==> src/rtl/convolution_output.sv <==
// Back end of the 5x5 convolution path: scales, ReLUs and saturates MAC results,
// tags them with raster row/col, and streams them out through a small FWFT FIFO.
module convolution_output #(
    parameter int I_W        = 20,
    parameter int O_W        = 8,
    parameter int SHIFT      = 4,
    parameter int OUT_W      = 24,
    parameter int OUT_H      = 24,
    parameter int FIFO_DEPTH = 16
) (
    input  logic           i_clk,
    input  logic           i_rst,
    input  logic           i_start,
    input  logic [I_W-1:0] i_acc,
    input  logic           i_valid,
    output logic           o_ready,
    output logic [O_W-1:0] o_data,
    output logic [4:0]     o_row,
    output logic [4:0]     o_col,
    output logic           o_last,
    output logic           o_valid,
    input  logic           i_ready,
    output logic           o_busy,
    output logic           o_frame_done,
    output logic           o_err,
    output logic [1:0]     dbg_state
);

    localparam int AW = $clog2(FIFO_DEPTH);
    localparam int EW = O_W + 5 + 5 + 1;

    // Both sides use the same handshake: a transfer happens on a rising edge where
    // valid and ready are both high; the sender holds its payload until then.

    typedef enum logic [1:0] {IDLE, COLLECT, DRAIN, DONE} state_t;

    state_t          state;
    logic [4:0]      row;
    logic [4:0]      col;
    logic [EW-1:0]   mem [FIFO_DEPTH];
    logic [AW-1:0]   wr_ptr;
    logic [AW-1:0]   rd_ptr;
    logic [AW:0]     count;
    logic [AW:0]     count_next;
    logic            full;
    logic            push;
    logic            pop;
    logic            at_last_col;
    logic            at_last_pix;
    logic [O_W-1:0]  pix;
    logic [EW-1:0]   head;
    logic signed [I_W-1:0] shifted;

    assign shifted = $signed(i_acc) >>> SHIFT;

    always_comb begin
        pix = '0;
        if (shifted[I_W-1])
            pix = '0;
        else if (|shifted[I_W-2:O_W])
            pix = '1;
        else
            pix = shifted[O_W-1:0];
    end

    assign at_last_col = (col == 5'(OUT_W - 1));
    assign at_last_pix = at_last_col && (row == 5'(OUT_H - 1));
    assign o_ready     = (state == COLLECT) && !full;
    assign push        = i_valid && o_ready;
    assign pop         = o_valid && i_ready;
    assign dbg_state   = state;

    always_ff @(posedge i_clk or posedge i_rst) begin
        if (i_rst) begin
            state        <= IDLE;
            row          <= '0;
            col          <= '0;
            o_busy       <= 1'b0;
            o_frame_done <= 1'b0;
            o_err        <= 1'b0;
        end else begin
            o_frame_done <= 1'b0;
            case (state)
                IDLE: begin
                    if (i_start) begin
                        o_err  <= 1'b0;
                        row    <= '0;
                        col    <= '0;
                        o_busy <= 1'b1;
                        state  <= COLLECT;
                    end else if (i_valid) begin
                        o_err <= 1'b1;
                    end
                end
                COLLECT: begin
                    // A stalled i_valid here is back-pressure, not a protocol error.
                    if (push) begin
                        if (at_last_pix) begin
                            row   <= '0;
                            col   <= '0;
                            state <= DRAIN;
                        end else if (at_last_col) begin
                            col <= '0;
                            row <= row + 5'd1;
                        end else begin
                            col <= col + 5'd1;
                        end
                    end
                end
                DRAIN: begin
                    if (i_valid)
                        o_err <= 1'b1;
                    if (count == '0) begin
                        o_frame_done <= 1'b1;
                        state        <= DONE;
                    end
                end
                DONE: begin
                    if (i_valid)
                        o_err <= 1'b1;
                    o_busy <= 1'b0;
                    state  <= IDLE;
                end
                default: state <= IDLE;
            endcase
        end
    end

    always_comb begin
        count_next = count;
        case ({push, pop})
            2'b10:   count_next = count + 1'b1;
            2'b01:   count_next = count - 1'b1;
            default: count_next = count;
        endcase
    end

    always_ff @(posedge i_clk or posedge i_rst) begin
        if (i_rst) begin
            wr_ptr <= '0;
            rd_ptr <= '0;
            count  <= '0;
            full   <= 1'b0;
        end else begin
            if (push)
                wr_ptr <= wr_ptr + 1'b1;
            if (pop)
                rd_ptr <= rd_ptr + 1'b1;
            count <= count_next;
            full  <= (count_next == (AW + 1)'(FIFO_DEPTH));
        end
    end

    always_ff @(posedge i_clk) begin
        if (push)
            mem[wr_ptr] <= {pix, row, col, at_last_pix};
    end

    // Payload is forced to zero whenever the FIFO is empty so reset leaves all outputs low.
    assign head    = mem[rd_ptr];
    assign o_valid = (count != '0);
    assign o_data  = o_valid ? head[EW-1 -: O_W] : '0;
    assign o_row   = o_valid ? head[10:6] : '0;
    assign o_col   = o_valid ? head[5:1] : '0;
    assign o_last  = o_valid ? head[0] : 1'b0;

endmodule

==> config.mk <==
export PLATFORM = sky130hd
export DESIGN_NAME = convolution_output
export DESIGN_NICKNAME = d
export VERILOG_FILES = /design/src/rtl/convolution_output.sv
export SDC_FILE = /design/constraint.sdc
export NUM_CORES = 1
export LEC_CHECK = 0
export BUFFER_PORTS_ARGS = -buffer_cell sky130_fd_sc_hd__buf_4
export CORE_MARGIN = 8
export CORE_UTILIZATION = 40
export CTS_BUF_LIST = sky130_fd_sc_hd__clkbuf_4
export DETAILED_ROUTE_END_ITERATION = 6
export PLACE_DENSITY_LB_ADDON = 0.25
export SYNTH_ARGS = -nofsm -noshare
export SYNTH_HDL_FRONTEND = slang
export SYNTH_SLANG_ARGS = --single-unit
==> constraint.sdc <==
create_clock -name i_clk -period 2.69 [get_ports i_clk]
set_input_delay 0.4035 -clock i_clk [delete_from_list [all_inputs] [get_ports i_clk]]
set_output_delay 0.4035 -clock i_clk [all_outputs]
set_load 0.02 [all_outputs]
==> results of run 1 <==
## routing by layer
metal / routed length [um] / global-route usage / vias to the layer above
met2: 14970 / 0.2580 / 203
met5: 0 / 0 / -
met1: 11410 / 0.1800 / 3467
li1: - / - / 2988
met3: 1598 / 0.02893 / 39
met4: 436 / 0.05380 / 0
## power by group through the flow
stage          sequential [W]  clock, W  combinational [W]
5_1_grt               0.00636   0.00447            0.00651
3_5_place_dp          0.00647         0            0.00527
6_report              0.00632   0.00409            0.00606
3_3_place_gp          0.00643         0            0.00516
2_1_floorplan         0.00642         0            0.00355
4_1_cts               0.00633   0.00422            0.00588
## area by class of cell
| type | count | area [sq um] |
|---|---|---|
| diodes | 2 | 5.005 |
| clock buffers | 117 | 878.3 |
| clock inverters | 21 | 158.9 |
| fillers | 2761 | 17100 |
| inverters | 9 | 33.78 |
| multi-input cells | 265 | 3356 |
| flip-flops and latches | 333 | 9861 |
| well taps | 448 | 560.5 |
| repair buffers | 106 | 1246 |
## timing repair
item,CTS,global route
pin swaps,1,0
gates resized for setup,30,15
hold buffers,2,0
gates cloned,2,3
endpoints found under the setup margin,21,37
endpoints found under the hold margin,19,0
buffers inserted,7,1
## synth_stat cells, types with 3 or more instances
master,n
a21oi_1,7
and2_1,36
and3_1,4
buf_1,3
buf_2,6
clkbuf_1,17
dfrtp_1,29
edfxtp_1,304
ha_1,13
inv_1,7
mux2i_1,3
mux4_2,95
nand2_1,13
nand3_1,8
nor2_1,21
nor3_1,10
nor3b_1,3
o21ai_0,8
xnor2_1,9
xor2_1,4
## critical path: cells and delay by family (launching register included)
family | cells | cell delay [ns]
flip-flops | 1 | 0.46
multiplexers | 2 | 1.01
buffers and inverters | 3 | 0.45
AND/OR/NAND/NOR | 1 | 0.19
## state kept, by name (all words and copies together) (netlist names)
signal	count
mem	304
col	5
count	5
row	5
rd_ptr	4
wr_ptr	4
dbg_state	2
full	1
o_busy	1
o_err	1
o_frame_done	1
## final timing paths
check,cells after the start,to,slack [ns],from
max in group asynchronous,4,col[0],1.62,i_rst
hold reg to reg,1,rd_ptr[3],0.50,rd_ptr[3]
min in group asynchronous,3,dbg_state[0],0.43,i_rst
setup / recovery,6,o_col[3],-0.48,rd_ptr[0]
setup reg to reg,8,full,0.07,count[1]
hold / removal,4,o_busy,0.09,i_start
## metrics by stage
step,TNS [ns],cells
2_1_floorplan,0,637
3_3_place_gp,0,1146
3_5_place_dp,0,1146
4_1_cts,-10.13,1295
5_1_grt,-10.02,1301
6_report,-8.274,1301
## cell families (layout without fill, tap and decap cells)
family	count (synthesis)	in the layout
DFF	333	333
and+or+nand+nor	111	111
muxes	102	102
buffers and inverters	39	253
AOI/OAI and AO/OA	25	25
xor gates and xnor gates	14	14
adders and majority gates	13	13
other	0	2
==> results.md, run 1 <==
* Status: complete, but fails checks
* Failing checks: negative setup slack
* Fin area at 16100 sq um
* Via density per instance at 5.148
* Comb power frac at 0.368
* Fin. Hold Viols at 0
* Most area-consuming cells after synthesis: edfxtp_1 (68%), mux4_2 (16%), dfrtp_1 (5.4%)
* Port Buffer Count at 46
* Synthesized area per cell at 20.97 sq um
* Overflow after GRT at 0
* Crit path kind: reg2out
* CP max FO at 5
* Clock-pin slew of the registers on the worst-case setup and hold paths at 0.06 ns
* Psw at 0.004875 W
* Hold WC Path Type: in2reg
* Final ANT Viol Nets at 0
* Slew @ Worst Pin at 1.148 ns
* Leakage at 5.463 nW
* Arrival @ worst endpoint at 2.77 ns
* Starting DRT DRC Count at 448
* Cell area power density at 1023 nW/um^2
* Compound-cell area share of the yosys netlist at 0.01349
* HPWL Detailed at 15920 um
* Die height at 198.8 um
* Final setup viols at 19
* Final core area utilization at 0.4850
* Ys flop type: edfxtp_1
* Post-synth EDFFs at 304
* Most common cell after layout, fill and taps aside: edfxtp_1
* Area leader, netlist: edfxtp_1
* CTS tree: done
* Fin. max-slew vios at 0
* Area delta synth->final at 20.50%
* Post-synth top area share at 0.6833
* Syn nets at 675
* Synth Area in Adders at 0.01217
* Effective utilization at floorplan at 0.4025
* Final clock skew at 0.05092 ns
* RePlAce Congestion at 0.7538
* Clock power share at 0.248
* Post-Syn Instances at 637
* CP endpoint kind: output pin
* Synth Area in XOR/XNOR at 0.009740
* CP max-delay cell: mux4_2
* Num CTS Buffers at 84
* Post-DR wirelength/cell at 21.83 um
* Ports at 51
* Post-Synth Simple-Gate Area at 0.04626
* Library cells used by synthesis at 48
* Share of layout cells above drive strength 1 at 0.4195
* Initial antenna violation count at 1
* Register area share after synthesis at 0.7376
* Largest net degree at the start of global routing at 45
* Seq pwr share at 0.384
* CP Cell Sequence: buf_4 > buf_6 > mux4_2 > mux4_2 > and2_1 > buf_4
* FP Rows at 67
* Switching fraction of total power at 0.2961
* Final worst slack at -0.4816 ns
* Remaining DRCs at 0
* Max-Slew Margin vs Limit at 0.2318
* Vias at 6697
* Core Area at 33200 sq um
* Htree depth at 3
* Post-Place Cell Area at 14670 sq um
* # nets final at 837
* Yosys warnings at 0
* Die X at 198.8 um
* Maximum VDD drop at 0.5517 mV
* Root buffer cell: clkbuf_4
* Pint at 0.01159 W
* Final critical-path share of the clock period at 1.179
* Tmin final at 3.172 ns
* Worst Path Required at 2.29 ns
* RSZ-0062 raised after global routing: true
* Largest family of logic cells by synthesized area: multiplexers
* Clock sink count at 333
* Crit start category: flop
* Total Routing Usage GR at 0.1476
* Async set or reset register ratio after synthesis at 0.08709
* Dpl ws at 0.04056 ns
* Pre-antenna DRT Iters at 4
* Skew-Pair Late Insertion Delay at 0.70 ns
* Mux contribution to synthesized area at 0.1660
* Max_cap viols at 0
* Vias in the first global route at 7352
* First-pass GRT wire length at 43060 um
* CTS Buffer Depth at 3
* Pwr Total at 0.01646 W
* Achievable Freq at 315.3 MHz
* Final hold slack at 0.08682 ns
* Die area at 39510 sq um
* FF+latch count, synth at 333
* Routed WL at 28410 um
* Slowest Stage Delay on Critical Path at 0.51 ns
* Mapped Area at 13360 sq um
* Commonest non-fill, non-tap cells in the layout: edfxtp_1 (304), clkbuf_4 (117), mux4_2 (95)
Power figures use the tool's default switching activity.
==> inputs of run 2 (changes only) <==
Settings changed: CORE_ASPECT_RATIO from default to 0.9, CTS_BUF_LIST sky130_fd_sc_hd__clkbuf_4 to sky130_fd_sc_hd__clkbuf_16.
Clock period 2.69 ns to 2.6 ns, I/O delays scaled along.
==> results.md, run 2 (same netlist as run 1, synthesis figures left out) <==
* Routed WL at 28720 um (was 28410 um)
* Clock-pin slew of the registers on the worst-case setup and hold paths at 0.06 ns (about the same)
* Fin. Hold Viols at 0 (unchanged)
* Final worst slack at -0.4101 ns (was -0.4816 ns)
* WP buf/inv at 3 (unchanged)
* FP Rows at 63 (was 67)
* Core Area at 32950 sq um (was 33200 sq um)
* CP max-delay cell: mux4_2 (unchanged)
* Leakage at 5.408 nW (was 5.463 nW)
* Via density per instance at 5.365 (was 5.148)
* Starting DRT DRC Count at 360 (was 448)
* RePlAce Congestion at 0.7709 (was 0.7538)
* # nets final at 797 (was 837)
* Fin. max-slew vios at 0 (unchanged)
* Reg-to-reg startpoint: count[3] (was count[1])
* Failing checks: negative setup slack (unchanged)
* Register bank with the most flops: mem (unchanged)
* Remaining DRCs at 0 (unchanged)
* Largest delay share family, worst path: multiplexers (unchanged)
* Worst Path Required at 2.21 ns (was 2.29 ns)
* Final ANT Viol Nets at 0 (unchanged)
* Die X at 208.6 um (was 198.8 um)
* Vias at 6465 (was 6697)
* Slew @ Worst Pin at 1.010 ns (was 1.148 ns)
* Die height at 189.4 um (was 198.8 um)
* First-pass GRT wire length at 43410 um (was 43060 um)
* Crit start category: flop (unchanged)
* Post-DR wirelength/cell at 23.83 um (was 21.83 um)
* Dpl ws at -0.03755 ns (was 0.04056 ns)
* Area delta synth->final at 19.81% (was 20.50%)
* CTS tree: done (unchanged)
* CP endpoint kind: output pin (unchanged)
* Post-Layout Cell Count at 1205 (was 1301)
* Achievable Freq at 332.2 MHz
* Final setup viols at 19 (unchanged)
* RSZ-0062 raised after global routing: true (unchanged)
* Tmin final at 3.010 ns
* Cell area power density at 1071 nW/um^2 (was 1023 nW/um^2)
* Reg2Reg Setup Slack at 0.08 ns (was 0.07 ns)
* Maximum VDD drop at 0.4509 mV (was 0.5517 mV)
* R2R depth at 9 (was 8)
* Share of layout cells above drive strength 1 at 0.3640 (was 0.4195)
* CP max FO at 8 (was 5)
* Effective utilization at floorplan at 0.4055 (was 0.4025)
* Pwr Total at 0.01715 W (was 0.01646 W)
* Top cell by count, worst path: mux4_2
* Fillers at 2664 (was 2761)
* N_diodes at 0 (was 2)
* Max_cap viols at 0 (unchanged)
* Ports at 51 (unchanged)
* Most common cell after layout, fill and taps aside: edfxtp_1 (unchanged)
* CTS Buffer Depth at 3 (unchanged)
* Largest net degree at the start of global routing at 48 (was 45)
* Overflow after GRT at 0 (unchanged)
* Vias in the first global route at 7033 (was 7352)
* Pre-antenna DRT Iters at 5 (was 4)
* CP Cell Sequence: buf_12 > buf_16 > mux4_2 > mux4_2 > and2_4 > buf_6 (was buf_4 > buf_6 > mux4_2 > mux4_2 > and2_1 > buf_4)
* Final hold slack at 0.08356 ns (was 0.08682 ns)
* Final clock skew at 0.01212 ns (was 0.05092 ns)
* Status: complete, but fails checks (unchanged)
* Htree depth at 2 (was 3)
* Die area at 39510 sq um (about the same)
* Max reg flops at 304 (unchanged)
* Slowest Stage Delay on Critical Path at 0.51 ns (about the same)
* Num CTS Buffers at 34 (was 84)
* Final core area utilization at 0.4858 (was 0.4850)
* Commonest non-fill, non-tap cells in the layout: edfxtp_1 (304), mux4_2 (95), buf_4 (81) (was edfxtp_1 (304), clkbuf_4 (117), mux4_2 (95))
* Arrival @ worst endpoint at 2.62 ns (was 2.77 ns)
* # hold bufs at CTS at 0 (was 2)
* Clock sink count at 333 (unchanged)
* Root buffer cell: clkbuf_16 (was clkbuf_4)
* Placed Cells at 1139 (was 1146)
* Hold WC Path Type: in2async (was in2reg)
* Crit path kind: reg2out (unchanged)
* Final critical-path share of the clock period at 1.158
* Max-Slew Margin vs Limit at 0.3243 (was 0.2318)
* HPWL Detailed at 17910 um (was 15920 um)
* Port Buffer Count at 46 (unchanged)
* Initial antenna violation count at 0 (was 1)
* Total Routing Usage GR at 0.1462 (was 0.1476)
* Crit Reg-Reg Endpoint: full (unchanged)
* Skew-Pair Late Insertion Delay at 0.51 ns (was 0.70 ns)
==> run 2: changes by cell type in the layout (fill, tap and decap cells not counted), moves of 5 or more <==
| cell | previous run | this run |
|---|---|---|
| buf_4 | 59 | 81 |
| inv_1 | 7 | 17 |
| buf_12 | 19 | 13 |
| clkbuf_16 | 3 | 38 |
| clkbuf_4 | 117 | 0 |
| clkinv_4 | 5 | 0 |
==> run 2: final cells by class <==
cell class                 count  area (sq um)  share of cell area
timing repair buffer         116          1206             0.07535
clock buffer                  35         875.8             0.05472
sequential                   333          9861              0.6160
clock inverter                25         107.6            0.006722
inverter                       9         36.28            0.002267
tap                          422         528.0             0.03299
multi-input combinational    265          3392              0.2119
==> run 2: repair_timing <==
action	in CTS	in global routing
gates resized for setup	16	35
buffers inserted	3	0
endpoints found under the setup margin	20	21
pin swaps	0	1
cloned	0	3
==> run 2: worst max path at each step <==
| stage | startpoint | end | slack (ns) | depth (start not counted) |
|---|---|---|---|---|
| after global routing | rd_ptr[0] | o_data[2] | -0.48 | 6 |
| after global placement | rd_ptr[0] | o_col[4] | -0.002 | 5 |
| final | rd_ptr[0] | o_col[4] | -0.41 | 6 |
| after CTS | rd_ptr[0] | o_row[1] | -0.44 | 6 |
| after floorplan | count[2] | full | -0.03 | 10 |
| after detailed placement | count[3] | full | -0.04 | 9 |
==> run 2: per-stage QoR <==
| step | area [sq um] | setup TNS (ns) |
|---|---|---|
| 2_1_floorplan | 13390 | -0.02834 |
| 4_1_cts | 15800 | -7.801 |
| 3_5_place_dp | 14720 | -0.06175 |
| 5_1_grt | 16010 | -8.543 |
| 3_3_place_gp | 14720 | -0.002276 |
| 6_report | 16010 | -7.161 |
==> run 2: worst reg2reg max path, stage by stage (launching register included) <==
cell      delay [ns]
dfrtp_1         0.42
or3_4           0.42
or3_4           0.35
and2_4          0.18
ha_4            0.18
a21oi_4         0.16
nor2b_4         0.16
mux2_4          0.16
xor2_2          0.15
and4bb_1        0.23
==> run 2: where the power goes <==
part	total, W	internal [W]	switching [W]
logic	0.00633	0.00339	0.00294
registers	0.00651	0.00627	0.000233
clock network	0.00431	0.00243	0.00188
==> run 2: layer usage <==
metal | global-route usage | up-vias | share of wire
li1 | - | 2865 | -
met1 | 0.1786 | 3416 | 0.40
met2 | 0.2690 | 151 | 0.54
met3 | 0.02413 | 33 | 0.042
met4 | 0.03413 | 0 | 0.013
met5 | 0 | - | 0
